==> src/rtl/semaforo_pkg.sv <==
// semaforo_pkg: shared definitions for the semaforo monitor.
//   - lamp codes {verde, amarelo, vermelho}
//   - default phase durations for semaphore A, in clock cycles
//   - lamp tracker synchronisation states
//   - helpers: code validity, legal successor colour, 8-bit saturating increment
package semaforo_pkg;

  localparam logic [2:0] LUZ_VERDE    = 3'b100;
  localparam logic [2:0] LUZ_AMARELO  = 3'b010;
  localparam logic [2:0] LUZ_VERMELHO = 3'b001;

  localparam logic [7:0] DUR_VERDE    = 8'd1;
  localparam logic [7:0] DUR_AMARELO  = 8'd3;
  localparam logic [7:0] DUR_VERMELHO = 8'd2;

  typedef enum logic [1:0] {
    TRK_UNSYNC = 2'd0,
    TRK_FIRST  = 2'd1,
    TRK_RUN    = 2'd2
  } trk_state_t;

  function automatic logic luz_valida(input logic [2:0] c);
    return (c == LUZ_VERDE) || (c == LUZ_AMARELO) || (c == LUZ_VERMELHO);
  endfunction

  // Only successor allowed after colour c; 000 for an invalid code.
  function automatic logic [2:0] luz_seguinte(input logic [2:0] c);
    case (c)
      LUZ_VERDE:    return LUZ_AMARELO;
      LUZ_AMARELO:  return LUZ_VERMELHO;
      LUZ_VERMELHO: return LUZ_VERDE;
      default:      return 3'b000;
    endcase
  endfunction

  function automatic logic [7:0] sat_inc8(input logic [7:0] v);
    return (v == 8'hFF) ? v : v + 8'd1;
  endfunction

endpackage

==> src/rtl/semaforo_monitor_if.sv <==
// semaforo_monitor_if: observed traffic-light buses plus monitor results.
//   bt, A, B       : button and lamp buses (driven by the system / bench)
//   err_*          : sticky error flags
//   bt_pending     : pedestrian request waiting for service
//   bt_latency     : latency of last served request, cycles
//   ciclos         : number of A red->green transitions
// master = side driving the buses, slave = the monitor.
interface semaforo_monitor_if;
  logic        bt;
  logic [2:0]  A;
  logic [2:0]  B;
  logic        err_onehot;
  logic        err_conflict;
  logic        err_seq;
  logic        err_dur;
  logic        err_any;
  logic        bt_pending;
  logic [7:0]  bt_latency;
  logic [15:0] ciclos;

  modport master (
    output bt, A, B,
    input  err_onehot, err_conflict, err_seq, err_dur, err_any,
           bt_pending, bt_latency, ciclos
  );

  modport slave (
    input  bt, A, B,
    output err_onehot, err_conflict, err_seq, err_dur, err_any,
           bt_pending, bt_latency, ciclos
  );
endinterface

==> src/rtl/lamp_tracker.sv <==
// lamp_tracker: follows one lamp bus and flags illegal codes and colour changes.
//   clk, rst  : clock, synchronous active-high reset
//   luz       : current lamp sample
//   changed   : valid sample differs from tracked colour (after sync)
//   prev      : tracked colour (registered)
//   run       : samples spent in tracked colour, saturating (0 when RUN_EN=0)
//   run_full  : current run started at a real change, so it is a whole phase
//   bad_code  : sample is not G/Y/R
//   bad_seq   : change is not G->Y, Y->R or R->G
//
// state      | meaning
// TRK_UNSYNC | nothing tracked yet; first valid sample loads prev
// TRK_FIRST  | synced, current run began at sync and is partial
// TRK_RUN    | synced, current run began at a colour change
module lamp_tracker
  import semaforo_pkg::*;
#(
  parameter bit RUN_EN = 1'b0
) (
  input  logic       clk,
  input  logic       rst,
  input  logic [2:0] luz,
  output logic       changed,
  output logic [2:0] prev,
  output logic [7:0] run,
  output logic       run_full,
  output logic       bad_code,
  output logic       bad_seq
);

  trk_state_t state, state_nxt;
  logic [2:0] prev_q;
  logic       valid;
  logic       load;

  assign valid    = luz_valida(luz);
  assign bad_code = ~valid;
  assign prev     = prev_q;
  assign run_full = (state == TRK_RUN);

  always_ff @(posedge clk) begin
    if (rst) state <= TRK_UNSYNC;
    else     state <= state_nxt;
  end

  // Invalid samples leave the tracker untouched.
  always_comb begin
    state_nxt = state;
    changed   = 1'b0;
    bad_seq   = 1'b0;
    load      = 1'b0;
    case (state)
      TRK_UNSYNC: begin
        if (valid) begin
          state_nxt = TRK_FIRST;
          load      = 1'b1;
        end
      end
      TRK_FIRST, TRK_RUN: begin
        if (valid && (luz != prev_q)) begin
          changed   = 1'b1;
          bad_seq   = (luz != luz_seguinte(prev_q));
          load      = 1'b1;
          state_nxt = TRK_RUN;
        end
      end
      default: state_nxt = TRK_UNSYNC;
    endcase
  end

  always_ff @(posedge clk) begin
    if (rst)       prev_q <= 3'b000;
    else if (load) prev_q <= luz;
  end

  generate
    if (RUN_EN) begin : g_run
      logic [7:0] run_q;
      always_ff @(posedge clk) begin
        if (rst)                              run_q <= 8'd0;
        else if (load)                        run_q <= 8'd1;
        else if (valid && state != TRK_UNSYNC) run_q <= sat_inc8(run_q);
      end
      assign run = run_q;
    end else begin : g_norun
      assign run = 8'd0;
    end
  endgenerate

endmodule

==> src/rtl/semaforo_monitor.sv <==
// semaforo_monitor: passive checker for the semaforo traffic-light controller.
//   clk, rst : clock, synchronous active-high reset
//   mon      : semaforo_monitor_if.slave (bt, A, B in; flags and counters out)
// Optional feature macro: SEMAFORO_MON_DURATION_CHECK_EN builds the A run
// counter and phase-duration comparison; without it err_dur is constant 0.
module semaforo_monitor
  import semaforo_pkg::*;
#(
  parameter logic [7:0] VERDE_CYC    = DUR_VERDE,
  parameter logic [7:0] AMARELO_CYC  = DUR_AMARELO,
  parameter logic [7:0] VERMELHO_CYC = DUR_VERMELHO
) (
  input  logic               clk,
  input  logic               rst,
  semaforo_monitor_if.slave  mon
);

`ifdef SEMAFORO_MON_DURATION_CHECK_EN
  localparam bit DUR_EN = 1'b1;
`else
  localparam bit DUR_EN = 1'b0;
`endif

  logic       changed_a, changed_b;
  logic [2:0] prev_a, prev_b;
  logic [7:0] run_a, run_b;
  logic       run_full_a, run_full_b;
  logic       bad_code_a, bad_code_b;
  logic       bad_seq_a, bad_seq_b;

  lamp_tracker #(.RUN_EN(DUR_EN)) u_trk_a (
    .clk(clk), .rst(rst), .luz(mon.A),
    .changed(changed_a), .prev(prev_a), .run(run_a), .run_full(run_full_a),
    .bad_code(bad_code_a), .bad_seq(bad_seq_a)
  );

  lamp_tracker #(.RUN_EN(1'b0)) u_trk_b (
    .clk(clk), .rst(rst), .luz(mon.B),
    .changed(changed_b), .prev(prev_b), .run(run_b), .run_full(run_full_b),
    .bad_code(bad_code_b), .bad_seq(bad_seq_b)
  );

  logic unused_b;
  assign unused_b = ^{changed_b, prev_b, run_b, run_full_b};

  logic dur_bad;
`ifdef SEMAFORO_MON_DURATION_CHECK_EN
  logic [7:0] dur_esperada;
  always_comb begin
    dur_esperada = VERDE_CYC;
    case (prev_a)
      LUZ_AMARELO:  dur_esperada = AMARELO_CYC;
      LUZ_VERMELHO: dur_esperada = VERMELHO_CYC;
      default:      dur_esperada = VERDE_CYC;
    endcase
  end
  // The run that ends at the first change after sync is partial: skip it.
  assign dur_bad = changed_a & run_full_a & (run_a != dur_esperada);
`else
  logic unused_dur;
  assign unused_dur = ^{run_a, run_full_a, VERDE_CYC, AMARELO_CYC, VERMELHO_CYC};
  assign dur_bad    = 1'b0;
`endif

  logic conflict, a_to_r, ciclo, bt_edge;
  assign conflict = ~bad_code_a & ~bad_code_b &
                    (mon.A != LUZ_VERMELHO) & (mon.B != LUZ_VERMELHO);
  assign a_to_r   = changed_a & (mon.A == LUZ_VERMELHO);
  assign ciclo    = changed_a & (prev_a == LUZ_VERMELHO) & (mon.A == LUZ_VERDE);

  logic        err_onehot_q, err_conflict_q, err_seq_q, err_dur_q, err_any_q;
  logic        bt_q, pending_q;
  logic [7:0]  lat_q, lat_nxt, bt_latency_q;
  logic [15:0] ciclos_q;

  assign bt_edge = mon.bt & ~bt_q;
  assign lat_nxt = sat_inc8(lat_q);

  always_ff @(posedge clk) begin
    if (rst) begin
      err_onehot_q   <= 1'b0;
      err_conflict_q <= 1'b0;
      err_seq_q      <= 1'b0;
      err_dur_q      <= 1'b0;
      err_any_q      <= 1'b0;
      bt_q           <= 1'b0;
      pending_q      <= 1'b0;
      lat_q          <= 8'd0;
      bt_latency_q   <= 8'd0;
      ciclos_q       <= 16'd0;
    end else begin
      err_onehot_q   <= err_onehot_q   | bad_code_a | bad_code_b;
      err_conflict_q <= err_conflict_q | conflict;
      err_seq_q      <= err_seq_q      | bad_seq_a | bad_seq_b;
      err_dur_q      <= err_dur_q      | dur_bad;
      // Built from the flag registers, so it trails them by one edge.
      err_any_q      <= err_onehot_q | err_conflict_q | err_seq_q | err_dur_q;
      bt_q           <= mon.bt;
      if (ciclo) ciclos_q <= ciclos_q + 16'd1;
      // lat counts the detecting edge as 0; the service edge counts too.
      if (pending_q) begin
        lat_q <= lat_nxt;
        if (a_to_r) begin
          bt_latency_q <= lat_nxt;
          pending_q    <= 1'b0;
        end
      end else if (bt_edge) begin
        if (a_to_r) begin
          bt_latency_q <= 8'd0;
        end else begin
          pending_q <= 1'b1;
          lat_q     <= 8'd0;
        end
      end
    end
  end

  assign mon.err_onehot   = err_onehot_q;
  assign mon.err_conflict = err_conflict_q;
  assign mon.err_seq      = err_seq_q;
  assign mon.err_dur      = err_dur_q;
  assign mon.err_any      = err_any_q;
  assign mon.bt_pending   = pending_q;
  assign mon.bt_latency   = bt_latency_q;
  assign mon.ciclos       = ciclos_q;

endmodule

==> src/flat_wrapper.sv <==
// flat-port wrapper written by rule: the top's interface ports become plain ports
module semaforo_monitor_flat import semaforo_pkg::*;
#(
  parameter logic [7:0] VERDE_CYC    = DUR_VERDE,
  parameter logic [7:0] AMARELO_CYC  = DUR_AMARELO,
  parameter logic [7:0] VERMELHO_CYC = DUR_VERMELHO
)
  (clk, rst, mon_bt, mon_A, mon_B, mon_err_onehot, mon_err_conflict, mon_err_seq, mon_err_dur, mon_err_any, mon_bt_pending, mon_bt_latency, mon_ciclos);
  semaforo_monitor_if mon_i ();
  input  logic clk;
  input  logic rst;
  input wire logic [$bits(mon_i.bt)-1:0] mon_bt;
  input wire logic [$bits(mon_i.A)-1:0] mon_A;
  input wire logic [$bits(mon_i.B)-1:0] mon_B;
  output wire logic [$bits(mon_i.err_onehot)-1:0] mon_err_onehot;
  output wire logic [$bits(mon_i.err_conflict)-1:0] mon_err_conflict;
  output wire logic [$bits(mon_i.err_seq)-1:0] mon_err_seq;
  output wire logic [$bits(mon_i.err_dur)-1:0] mon_err_dur;
  output wire logic [$bits(mon_i.err_any)-1:0] mon_err_any;
  output wire logic [$bits(mon_i.bt_pending)-1:0] mon_bt_pending;
  output wire logic [$bits(mon_i.bt_latency)-1:0] mon_bt_latency;
  output wire logic [$bits(mon_i.ciclos)-1:0] mon_ciclos;
  assign mon_i.bt = mon_bt;
  assign mon_i.A = mon_A;
  assign mon_i.B = mon_B;
  assign mon_err_onehot = mon_i.err_onehot;
  assign mon_err_conflict = mon_i.err_conflict;
  assign mon_err_seq = mon_i.err_seq;
  assign mon_err_dur = mon_i.err_dur;
  assign mon_err_any = mon_i.err_any;
  assign mon_bt_pending = mon_i.bt_pending;
  assign mon_bt_latency = mon_i.bt_latency;
  assign mon_ciclos = mon_i.ciclos;
  semaforo_monitor #(.VERDE_CYC(VERDE_CYC), .AMARELO_CYC(AMARELO_CYC), .VERMELHO_CYC(VERMELHO_CYC)) u_core (.clk(clk), .rst(rst), .mon(mon_i));
endmodule
==> config.mk <==
export PLATFORM = sky130hd
export DESIGN_NAME = semaforo_monitor_flat
export DESIGN_NICKNAME = d
export VERILOG_FILES = /design/src/rtl/semaforo_pkg.sv /design/src/rtl/semaforo_monitor_if.sv /design/src/rtl/lamp_tracker.sv /design/src/rtl/semaforo_monitor.sv /design/src/flat_wrapper.sv
export SDC_FILE = /design/constraint.sdc
export NUM_CORES = 1
export LEC_CHECK = 0
export ABC_AREA = 0
export CELL_PAD_IN_SITES_DETAIL_PLACEMENT = 1
export CELL_PAD_IN_SITES_GLOBAL_PLACEMENT = 1
export CORE_MARGIN = 2
export CORE_UTILIZATION = 45
export CTS_BUF_LIST = sky130_fd_sc_hd__clkbuf_8
export DETAILED_ROUTE_END_ITERATION = 10
export PLACE_DENSITY = 0.92
export SYNTH_ARGS = -nofsm -noshare
export SYNTH_HDL_FRONTEND = slang
export SYNTH_SLANG_ARGS = --single-unit
==> constraint.sdc <==
create_clock -name clk -period 6.2 [get_ports clk]
set_input_delay 0.62 -clock clk [delete_from_list [all_inputs] [get_ports clk]]
set_output_delay 0.62 -clock clk [all_outputs]
set_load 0.02 [all_outputs]
### Word-level counts from Yosys, hierarchy flattened

Index checks and enable logic that the tools add are counted.

| storage, ports and cells | value |
|---|---|
| bits in registers | 48 |
| input bits | 9 |
| output and inout bits | 30 |

| cells by class | value |
|---|---|
| add/sub/neg operators | 2 |
| equality and inequality tests | 28 |
| mux-type cells | 34 |
| bitwise gates (word level) | 17 |
| reduce and logical (&&, ||, !) cells | 15 |

Operators with widths:

| cell | count |
|---|---|
| $mux W8 | 8 |
| $pmux W3 S3 | 2 |
| $add A16 B1 Y16 const B | 1 |
| $eq A3 B1 Y1 const B | 4 |
| $eq A3 B2 Y1 const B | 4 |
| $eq A3 B3 Y1 const B | 4 |
| $mux W1 | 12 |
| $mux W3 | 4 |
| $ne A3 B3 Y1 | 4 |
| $ne A2 B2 Y1 const B | 5 |
| $add A8 B1 Y8 const B | 1 |
| $eq A8 B8 Y1 const B | 1 |
| $mux W2 | 4 |
| $pmux W2 S2 | 2 |
| $reduce_and A2 Y1 | 4 |
| $and A1 B1 Y1 | 7 |
| $or A1 B1 Y1 | 7 |
| $ne A3 B1 Y1 const B | 2 |
| $eq A2 B1 Y1 const B | 2 |
| $eq A2 B2 Y1 const B | 2 |
| $logic_not A2 Y1 | 2 |
| $logic_or A1 B1 Y1 | 4 |
| $pmux W1 S2 | 2 |
| $reduce_or A2 Y1 | 2 |
| 3 further kinds | 6 |

### Longest topological paths before layout

Gate-level depths: netlist of run 1.

| depth | value |
|---|---|
| depth after elaboration | 11 |
| mapped depth | 8 |
| depth with buffers taken out | 7 |

### Cells and area by module

Synthesis of run 1 repeated with hierarchy kept, for this count alone.

| unflattened totals | value |
|---|---|
| cells, all modules | 362 |
| area, all modules | 3024.2 sq um |

Modules (own cells, without submodules):

| module | instances | cells an instance | area an instance (sq um) |
|---|---|---|---|
| semaforo_monitor | 1 | 204 | 1767.9 |
| lamp_tracker | 2 | 79 | 628.1 |

### Worst setup path before layout of run 1

OpenSTA, ideal clock, no wires.

| path | value |
|---|---|
| path kind | in2reg |
| start | in mon_A[2] |
| end | reg u_core.ciclos_q[12] (netlist: u_core.mon.ciclos[12]) |
| setup time | 123 ps |
| data arrival time | 2062 ps |
| data required time | 6077 ps |
| setup slack | 4015 ps |
| stages | 6 |
| path buffers | 1 |
| cells stage by stage | or4b_4 -> o211a_4 -> and3_4 -> buf_6 -> nand4_1 -> mux2_1 |

| on the way | value |
|---|---|
| word-level cells in the longest chain between the ends | 8 |
| elaborated cells on any way between the ends | 11 |

Ends and longest elaborated chain:

| what | RTL line | text |
|---|---|---|
| from (decl) | flat_wrapper.sv:13 | `input wire logic [$bits(mon_i.A)-1:0] mon_A;` |
| $eq A3 B3 Y1 / $eq A3 B2 Y1 (equally long branches) | semaforo_pkg.sv:23, semaforo_monitor.sv:69 |  |
| $logic_or A1 B1 Y1 (2 in series) | semaforo_pkg.sv:23 | `return (c == LUZ_VERDE) \|\| (c == LUZ_AMARELO) \|\| (c == LUZ_VERMELHO);` |
| $logic_and A1 B1 Y1 | lamp_tracker.sv:60 | `if (valid && (luz != prev_q)) begin` |
| $mux W1 | lamp_tracker.sv:60 |  |
| $mux W1 | lamp_tracker.sv:52 | `case (state)` |
| $and A1 B1 Y1 | semaforo_monitor.sv:69 | `assign ciclo = changed_a & (prev_a == LUZ_VERMELHO) & (mon.A == LUZ_VERDE);` |
| $and A1 B1 Y1 (*) | semaforo_monitor.sv:69 |  |
| to (signal assigned) | semaforo_monitor.sv:99 | `if (ciclo) ciclos_q <= ciclos_q + 16'd1;` |
| to (decl) | semaforo_monitor.sv:74 | `logic [15:0] ciclos_q;` |

Every way passes the cells marked *; elsewhere a longest branch is shown, timed or not.
A chain may end at the register's enable or synchronous reset.

### Final worst setup path of run 1

| path | value |
|---|---|
| start | in mon_A[2] |
| end | reg u_core.lat_q[2] |

| on the way | value |
|---|---|
| word-level cells in the longest chain between the ends | 9 |
| elaborated cells on any way between the ends | 12 |

Ends and longest elaborated chain:

| what | RTL line | text |
|---|---|---|
| $eq A3 B3 Y1 / $eq A3 B2 Y1 (equally long branches) | semaforo_pkg.sv:23 |  |
| $logic_or A1 B1 Y1 (2 in series) | semaforo_pkg.sv:23 |  |
| $logic_and A1 B1 Y1 | lamp_tracker.sv:60 |  |
| $mux W1 | lamp_tracker.sv:60 |  |
| $mux W1 | lamp_tracker.sv:52 |  |
| $and A1 B1 Y1 (*) | semaforo_monitor.sv:68 | `assign a_to_r = changed_a & (mon.A == LUZ_VERMELHO);` |
| $ne A2 B2 Y1 (no source line) (*) | -- |  |
| $reduce_and A2 Y1 (no source line) (*) | -- |  |
| to (signal assigned) | semaforo_monitor.sv:102 | `lat_q <= lat_nxt;` |
| to (decl) | semaforo_monitor.sv:73 | `logic [7:0] lat_q, lat_nxt, bt_latency_q;` |

Marks and branches as above.

==> results of run 1 <==
per-layer routing:
metal | GRT usage, % | up-vias | wire (microns)
li1 | - | 1201 | -
met1 | 26.54 | 1169 | 3018
met2 | 38.84 | 36 | 3433
met3 | 3.889 | 10 | 204
met4 | 7.119 | 0 | 100
met5 | 0 | - | 0
area by class of cell:
cell class	instances	area, sq um	area share [%]
tap	75	93.84	2.987
sequential	48	960.9	30.59
multi-input combinational	237	1564	49.78
clock inverter	2	13.76	0.4381
clock buffer	6	82.58	2.628
timing repair buffer	38	377.9	12.03
inverter	13	48.80	1.553
sequential cells by signal (all words and copies together), names as in the netlist:
| register | flops |
|---|---|
| u_core.mon.bt_pending | 1 |
| u_core.u_trk_a.prev | 3 |
| u_core.mon.err_conflict | 1 |
| u_core.u_trk_a.state | 2 |
| u_core.mon.err_any | 1 |
| u_core.u_trk_b.state | 2 |
| u_core.bt_q | 1 |
| u_core.u_trk_b.prev | 3 |
| u_core.mon.bt_latency | 8 |
| u_core.mon.ciclos | 16 |
| u_core.mon.err_seq | 1 |
| u_core.mon.err_onehot | 1 |
| u_core.lat_q | 8 |
cell families after synthesis:
logic type,after synthesis,share of synthesized area [%]
flip-flops,48,35.92
adder cells (fa/ha/maj),7,3.274
XOR/XNOR,11,3.601
other,1,0.1402
multiplexers,13,4.958
AND/OR/NAND/NOR,128,26.99
buffers and inverters,32,5.613
AO/OA/AOI/OAI,77,19.50
power groups by stage:
stage | Sequential, mW | Combinational, mW | Clock, mW
5_1_grt | 0.359 | 0.176 | 0.217
4_1_cts | 0.355 | 0.158 | 0.206
6_report | 0.355 | 0.156 | 0.201
3_3_place_gp | 0.361 | 0.149 | 0
3_5_place_dp | 0.362 | 0.157 | 0
2_1_floorplan | 0.354 | 0.123 | 0
worst min path at each step:
stage,slack (ns),from,cells after the start,to
after floorplan,0.47,u_core.lat_q[6],1,u_core.lat_q[6]
after global placement,0.48,u_core.mon.bt_latency[1],2,u_core.mon.bt_latency[1]
after detailed placement,0.49,u_core.mon.ciclos[1],2,u_core.mon.ciclos[1]
after CTS,0.50,u_core.mon.ciclos[1],2,u_core.mon.ciclos[1]
after global routing,0.53,u_core.mon.ciclos[1],2,u_core.mon.ciclos[1]
final,0.50,u_core.mon.ciclos[1],2,u_core.mon.ciclos[1]
synthesized netlist by cell type, drive strengths merged (3+ instances only):
cell type / count / share of area (%)
a21oi: 21 / 4.2
o21bai: 3 / 0.84
o21ai: 18 / 3.4
nor3: 9 / 2.1
or3: 7 / 1.6
a31o: 4 / 1.3
nand4: 8 / 1.9
ha: 7 / 3.3
inv: 13 / 1.8
buf: 9 / 2.4
mux2i: 11 / 4.1
dfxtp: 48 / 36
nor2b: 3 / 0.70
and3: 4 / 1.1
nand2: 31 / 4.3
nor2: 25 / 3.5
xor2: 5 / 1.6
o2bb2ai: 5 / 1.6
and4: 6 / 2.0
and2: 5 / 1.2
clkbuf: 10 / 1.4
xnor2: 6 / 2.0
nand3: 13 / 2.8
o211ai: 5 / 1.4
a31oi: 4 / 0.94
worst max-delay path: cells and delay by family:
kind	cells	cell delay [ns]
simple gates	2	0.42
buf+inv	1	0.72
compound gates	3	1.11
==> parameters.txt, run 1 <==
Parameter                              Value

Power
  Logic pwr share ... approximately 22%
  Sequential Power Share ... 49.9%
  Pint ... 488.6 uW
  PwrDens ... roughly 230 mW/mm^2
  Switching portion of total power ... a little under a third
  Part of the power in the clock network ... 28.2%
  Switching Power ... between 200 and 250 uW
  Highest ir drop seen on vdd ... between 0.00015 and 0.0002 V
  Leakage Power ... around 1.1 nW
  Total power ... 711.6 uW

Clock network
  Clock tree from TritonCTS ... yes
  Number of buffers inserted to repair setup after CTS ... 0
  Maximum clock insertion buffer count ... 2
  H-tree levels ... 2
  Clock-pin slew on the worst setup and hold paths ... 0.09 ns
  Sinks on the clock net ... 48
  Master cell of the clock root buffer ... clkbuf_8
  Gates resized, CTS repair ... 0
  Number of buffers added by the clock tree synthesis step ... 5
  Clock latency on the worst-skew pair ... 0.30 ns
  Hold_buf cts ... 0

Setup path
  Worst Path Arrival ... 2.86 ns
  Maximum fanout count along the critical path ... 13
  Reg-to-Reg End ... u_core.lat_q[2]
  Setup slack, reg-to-reg ... 3.89 ns
  Crit path cell chain ... clkdlybuf4s50_1 -> o31a_1 -> and3_1 -> nand3_2 -> a211oi_2 -> a22o_1
  Maximum single-stage delay on the critical path ... just over 0.7 ns
  Cell depth of the worst flop-to-flop path ... 7
  Critical setup path kind ... input pin to flop
  Category of the worst setup path capture point ... flop
  Endpoint of the worst setup timing path ... u_core.lat_q[2]
  Required time of the worst setup path ... 6.45 ns
  Startpoint types ... input pin
  Cell at the slowest stage of the critical path ... clkdlybuf4s50_1
  Start of the worst register-to-register path ... u_core.u_trk_a.state[1]
  Crit path from ... mon_A[2]

STA
  Clock Skews ... 0.005209 ns
  Final Max Slew Viols ... 0
  Unrepaired setup endpoints after global routing ... no
  Number of hold violations in the final report ... 0
  Setup violators final ... 0
  Worst path setup slack after routing ... around 3.6 ns
  Total Negative Setup Slacks ... 0 ns
  Worst Max-Slew Pin Slew ... 0.6866 ns
  Maximum clock frequency ... 382.8 MHz
  Worst slew margin relative to its limit ... 54.14%
  Post-route fraction of the period consumed by the critical path ... 42.13%
  Worst hold slack ... 0.5009 ns
  Tmin final ... 2.612 ns

Synthesis
  Area of the mapped netlist ... 0.002675 sq mm
  Synthesized net count ... about 330
  Syn Area/Cell ... 8.439 sq um
  Count of cell types in the netlist ... 63
  Syn Inst Count ... 317
  Yosys warnings ... 0
  Fraction of synthesis flops using an asynchronous set or reset pin ... 0%
  Fraction of the yosys area taken by sequential cells ... 35.92%
  EDFF count, synth ... 0
  Register bit total from synthesis ... 48
  Most used flip-flop cell after synthesis ... dfxtp_1

Placement
  PortBufs ... 37
  Worst-case setup slack after placement ... approximately 3.3 ns
  Number of placed instances, taps included ... 411
  Detailed-placement wirelength estimate ... 4816 microns
  Last weighted congestion value of the routability-driven placer ... 0.8013
  Instance area after placement ... 0.003045 sq mm

Final layout
  Layout Cell Area excl Fill ... 0.003142 sq mm
  Commonest cells after routing, fill and taps aside ... dfxtp_1, clkdlybuf4s50_1, nand2_1
  Post-layout utilization of the core ... between 50% and 60%
  Most common cell after layout, fill and taps aside ... dfxtp_1
  Final instance count without filler cells ... about 420
  Fill cell count ... 730
  Antenna diode count ... 0
  Share of cells above drive strength 1 ... 7.267%
  Layout-stage area growth over the synthesis result ... 17.45%
  Number of nets at the end of the flow ... 359

Floorplanning
  IO Count ... 39
  Die Y ... 81.10 microns
  Die extent in x ... 81.10 microns
  Initial core utilization ... 46.00%
  Core region area ... 0.005816 sq mm
  DIE AREA ... 0.006577 sq mm
  Number of rows created at floorplan ... 28

Global route
  GRT Residual Overflow ... 0
  Total global-route track usage ... a little over a fifth
  Global-route wire length before repair ... between 10000 and 15000 microns
  Via count of the first global-routing pass ... 2414
  Pin count of the biggest net entering global routing ... 41
  Initial antenna violation count ... 0

Drt
  Number of design rule violations left after detail routing ... 0
  Average wire length per cell after detail routing ... roughly 16 microns
  Post-Route WL ... 6757 microns
  Initial drt markers ... 67
  Via-per-instance ratio ... approximately 5.8
  First-pass iteration count of the detailed router ... 4
  Remaining number of nets flagged by the antenna check after routing ... 0
  Count of vias placed by the detailed router ... 2416

Run status
  Status ... finished clean

Flow run
  Max Cap Violations ... 0

Worst hold path
  Type of the tightest min-delay check ... flop to flop
Note: power is estimated with default switching activity, not from simulation.
==> run 2, diff against run 1 <==
CORE_UTILIZATION = 42   (was 45)
PLACE_DENSITY = 0.87   (was 0.92)
clock period = 2.75 ns   (was 6.2 ns; I/O delays follow)
==> run 2 against run 1 <==
Net effect:
- sequential power increased by 120%
- register-to-register slack got worse by 3.4 ns
- first-iteration DRC count increased by 7.5%
- via count increased by 0.75%
- highest routed layer unchanged
- combinational power increased by 140%
==> parameters.txt, run 2 (synthesis results as in run 1) <==
Parameter                              Value

Worst hold path
  Worst Hold Path EP ... u_core.mon.bt_latency[3] (was u_core.mon.ciclos[1])
  Hold Path Stages ... 2 (unchanged)
  Type of the tightest min-delay check ... flop to flop (unchanged)
  Worst min-delay path startpoint ... u_core.mon.bt_latency[3] (was u_core.mon.ciclos[1])

STA
  Maximum clock frequency ... 450.5 MHz
  Unrepaired setup endpoints after global routing ... no (unchanged)
  Total Negative Setup Slacks ... 0 ns (unchanged)
  Clock Skews ... 0.008878 ns (was 0.005209 ns)
  Setup violators final ... 0 (unchanged)
  Worst hold slack ... 0.4894 ns (was 0.5009 ns)
  Worst path setup slack after routing ... 0.5302 ns (was 3.588 ns)
  Tmin final ... 2.220 ns
  Worst slew margin relative to its limit ... 60.39% (was 54.14%)
  Final Max Slew Viols ... 0 (unchanged)
  Number of hold violations in the final report ... 0 (unchanged)
  Worst Max-Slew Pin Slew ... 0.5930 ns (was 0.6866 ns)
  Post-route fraction of the period consumed by the critical path ... between 80% and 90%

Drt
  First-pass iteration count of the detailed router ... 4 (unchanged)
  Count of vias placed by the detailed router ... 2434 (was 2416)
  Post-Route WL ... 6822 microns (was 6757 microns)
  Number of design rule violations left after detail routing ... 0 (unchanged)
  Remaining number of nets flagged by the antenna check after routing ... 0 (unchanged)
  Average wire length per cell after detail routing ... 16.01 microns (was 16.13 microns)
  Via-per-instance ratio ... 5.714 (was 5.766)
  Initial drt markers ... 72 (was 67)

Floorplanning
  Die extent in x ... 83.81 microns (was 81.10 microns)
  Number of rows created at floorplan ... 29 (was 28)
  Initial core utilization ... 42.86% (was 46.00%)
  DIE AREA ... 0.007023 sq mm (was 0.006577 sq mm)
  Die Y ... 83.81 microns (was 81.10 microns)
  IO Count ... 39 (unchanged)
  Core region area ... 0.006241 sq mm (was 0.005816 sq mm)

Power
  PwrDens ... 507.7 mW/mm^2 (was 226.5 mW/mm^2)
  Highest ir drop seen on vdd ... 0.0002851 V (was 0.0001790 V)
  Total power ... 1.614 mW (was 711.6 uW)
  Leakage Power ... 1.105 nW (was 1.083 nW)

Global route
  Via count of the first global-routing pass ... 2481 (was 2414)
  Global-route wire length before repair ... 11830 microns (was 11290 microns)
  Total global-route track usage ... 20.34% (was 21.83%)
  GRT Residual Overflow ... 0 (unchanged)
  Pin count of the biggest net entering global routing ... 25 (was 41)
  Initial antenna violation count ... 0 (unchanged)
  Most congested layer reported by global routing ... met2 (unchanged)
  M3 GR Usage ... 3.561% (was 3.889%)
  Met1 Usage GRT ... 25.55% (was 26.54%)
  Global routing met2 resource utilization ... 35.85% (was 38.84%)

Setup path
  Kind of cell adding the most delay to the critical path ... compound AO/OA/AOI/OAI gates (unchanged)
  Buffer and inverter count on the worst path ... 1 (unchanged)
  Critical setup path kind ... flop to flop (was input pin to flop)
  Worst Path Arrival ... 2.48 ns (was 2.86 ns)
  Crit path cell chain ... inv_1 -> ha_1 -> o31a_1 -> and3_1 -> nand3_2 -> a211oi_2 -> a22o_1 (was clkdlybuf4s50_1 -> o31a_1 -> and3_1 -> nand3_2 -> a211oi_2 -> a22o_1)
  Setup slack, reg-to-reg ... 0.53 ns (was 3.89 ns)
  Crit path from ... u_core.u_trk_a.state[1] (was mon_A[2])
  Reg-to-Reg End ... u_core.lat_q[2] (unchanged)
  Cell depth of the worst flop-to-flop path ... 7 (unchanged)
  Startpoint types ... flop (was input pin)
  Category of the worst setup path capture point ... flop (unchanged)
  Start of the worst register-to-register path ... u_core.u_trk_a.state[1] (unchanged)
  Cell at the slowest stage of the critical path ... a211oi_2 (was clkdlybuf4s50_1)
  Maximum fanout count along the critical path ... 8 (was 13)
  Required time of the worst setup path ... 3.01 ns (was 6.45 ns)
  Maximum single-stage delay on the critical path ... 0.57 ns (was 0.72 ns)

Clock network
  Hold_buf cts ... 0 (unchanged)
  Clock tree from TritonCTS ... yes (unchanged)
  Maximum clock insertion buffer count ... 2 (unchanged)
  Number of buffers added by the clock tree synthesis step ... 5 (unchanged)
  Master cell of the clock root buffer ... clkbuf_8 (unchanged)
  Gates resized, CTS repair ... 0 (unchanged)
  Clock latency on the worst-skew pair ... 0.31 ns (was 0.30 ns)
  Sinks on the clock net ... 48 (unchanged)
  H-tree levels ... 2 (unchanged)
  Number of buffers inserted to repair setup after CTS ... 0 (unchanged)
  Clock-pin slew on the worst setup and hold paths ... 0.09 ns (about the same)

Final layout
  Max reg flops ... 16 (unchanged)
  Layout-stage area growth over the synthesis result ... 18.85% (was 17.45%)
  Antenna diode count ... 0 (unchanged)
  Number of nets at the end of the flow ... 364 (was 359)
  Commonest cells after routing, fill and taps aside ... dfxtp_1, clkdlybuf4s50_1, nand2_1 (unchanged)
  Share of cells above drive strength 1 ... 8.309% (was 7.267%)
  Fill cell count ... 760 (was 730)
  Most common cell after layout, fill and taps aside ... dfxtp_1 (unchanged)

Flow run
  Max Cap Violations ... 0 (unchanged)

Placement
  Worst-case setup slack after placement ... 0.2435 ns (was 3.327 ns)
  Last weighted congestion value of the routability-driven placer ... 0.7798 (was 0.8013)
  Detailed-placement wirelength estimate ... 4944 microns (was 4816 microns)
  PortBufs ... 37 (unchanged)

Run status
  Status ... finished clean (unchanged)
## run 2: per-stage QoR
| stage | area (sq um) | utilization, % | std cells |
|---|---|---|---|
| 2_1_floorplan | 2675 | - | 317 |
| 3_5_place_dp | 3085 | 49.44 | 418 |
| 6_report | 3179 | 50.94 | 426 |
| 3_3_place_gp | 3085 | 49.44 | 418 |
| 5_1_grt | 3179 | 50.94 | 426 |
| 4_1_cts | 3179 | 50.94 | 426 |
## run 2: report_power, final
group | total, mW | internal, mW | switching [mW]
clock | 0.450 | 0.201 | 0.249
sequential | 0.795 | 0.739 | 0.0561
combinational | 0.369 | 0.162 | 0.207
total | 1.61 | 1.10 | 0.512
## run 2: worst max path at each step
stage	slack [ns]	depth (start not counted)	endpoint
2_1_floorplan	0.79	7	u_core.mon.ciclos[12]
3_3_place_gp	0.29	6	u_core.mon.ciclos[12]
3_5_place_dp	0.24	6	u_core.mon.ciclos[12]
4_1_cts	0.53	7	u_core.lat_q[2]
5_1_grt	0.35	6	u_core.mon.bt_latency[5]
6_report	0.53	7	u_core.lat_q[2]
## run 2: cell type report
type	instances	area, sq um	share of cell area, %
Multi-Input combinational cell	237	1564	49.19
Sequential cell	48	960.9	30.22
Timing Repair Buffer	43	415.4	13.07
Tap cell	77	96.34	3.030
Clock buffer	6	82.58	2.597
Inverter	13	48.80	1.535
Clock inverter	2	11.26	0.3542
## run 2: worst reg2reg max path, stage by stage (launching register included)
cell	delay, ns
dfxtp_1	0.37
inv_1	0.06
ha_1	0.35
o31a_1	0.18
and3_1	0.28
nand3_2	0.14
a211oi_2	0.57
a22o_1	0.23
## run 2: per-layer routing
metal  vias to the layer above  routed length (microns)  share of wire (%)
li1                       1208                        -                  -
met1                      1188                     3123                 46
met2                        29                     3445                 50
met3                         9                      158                2.3
met4                         0                       95                1.4
met5                         -                        0                  0
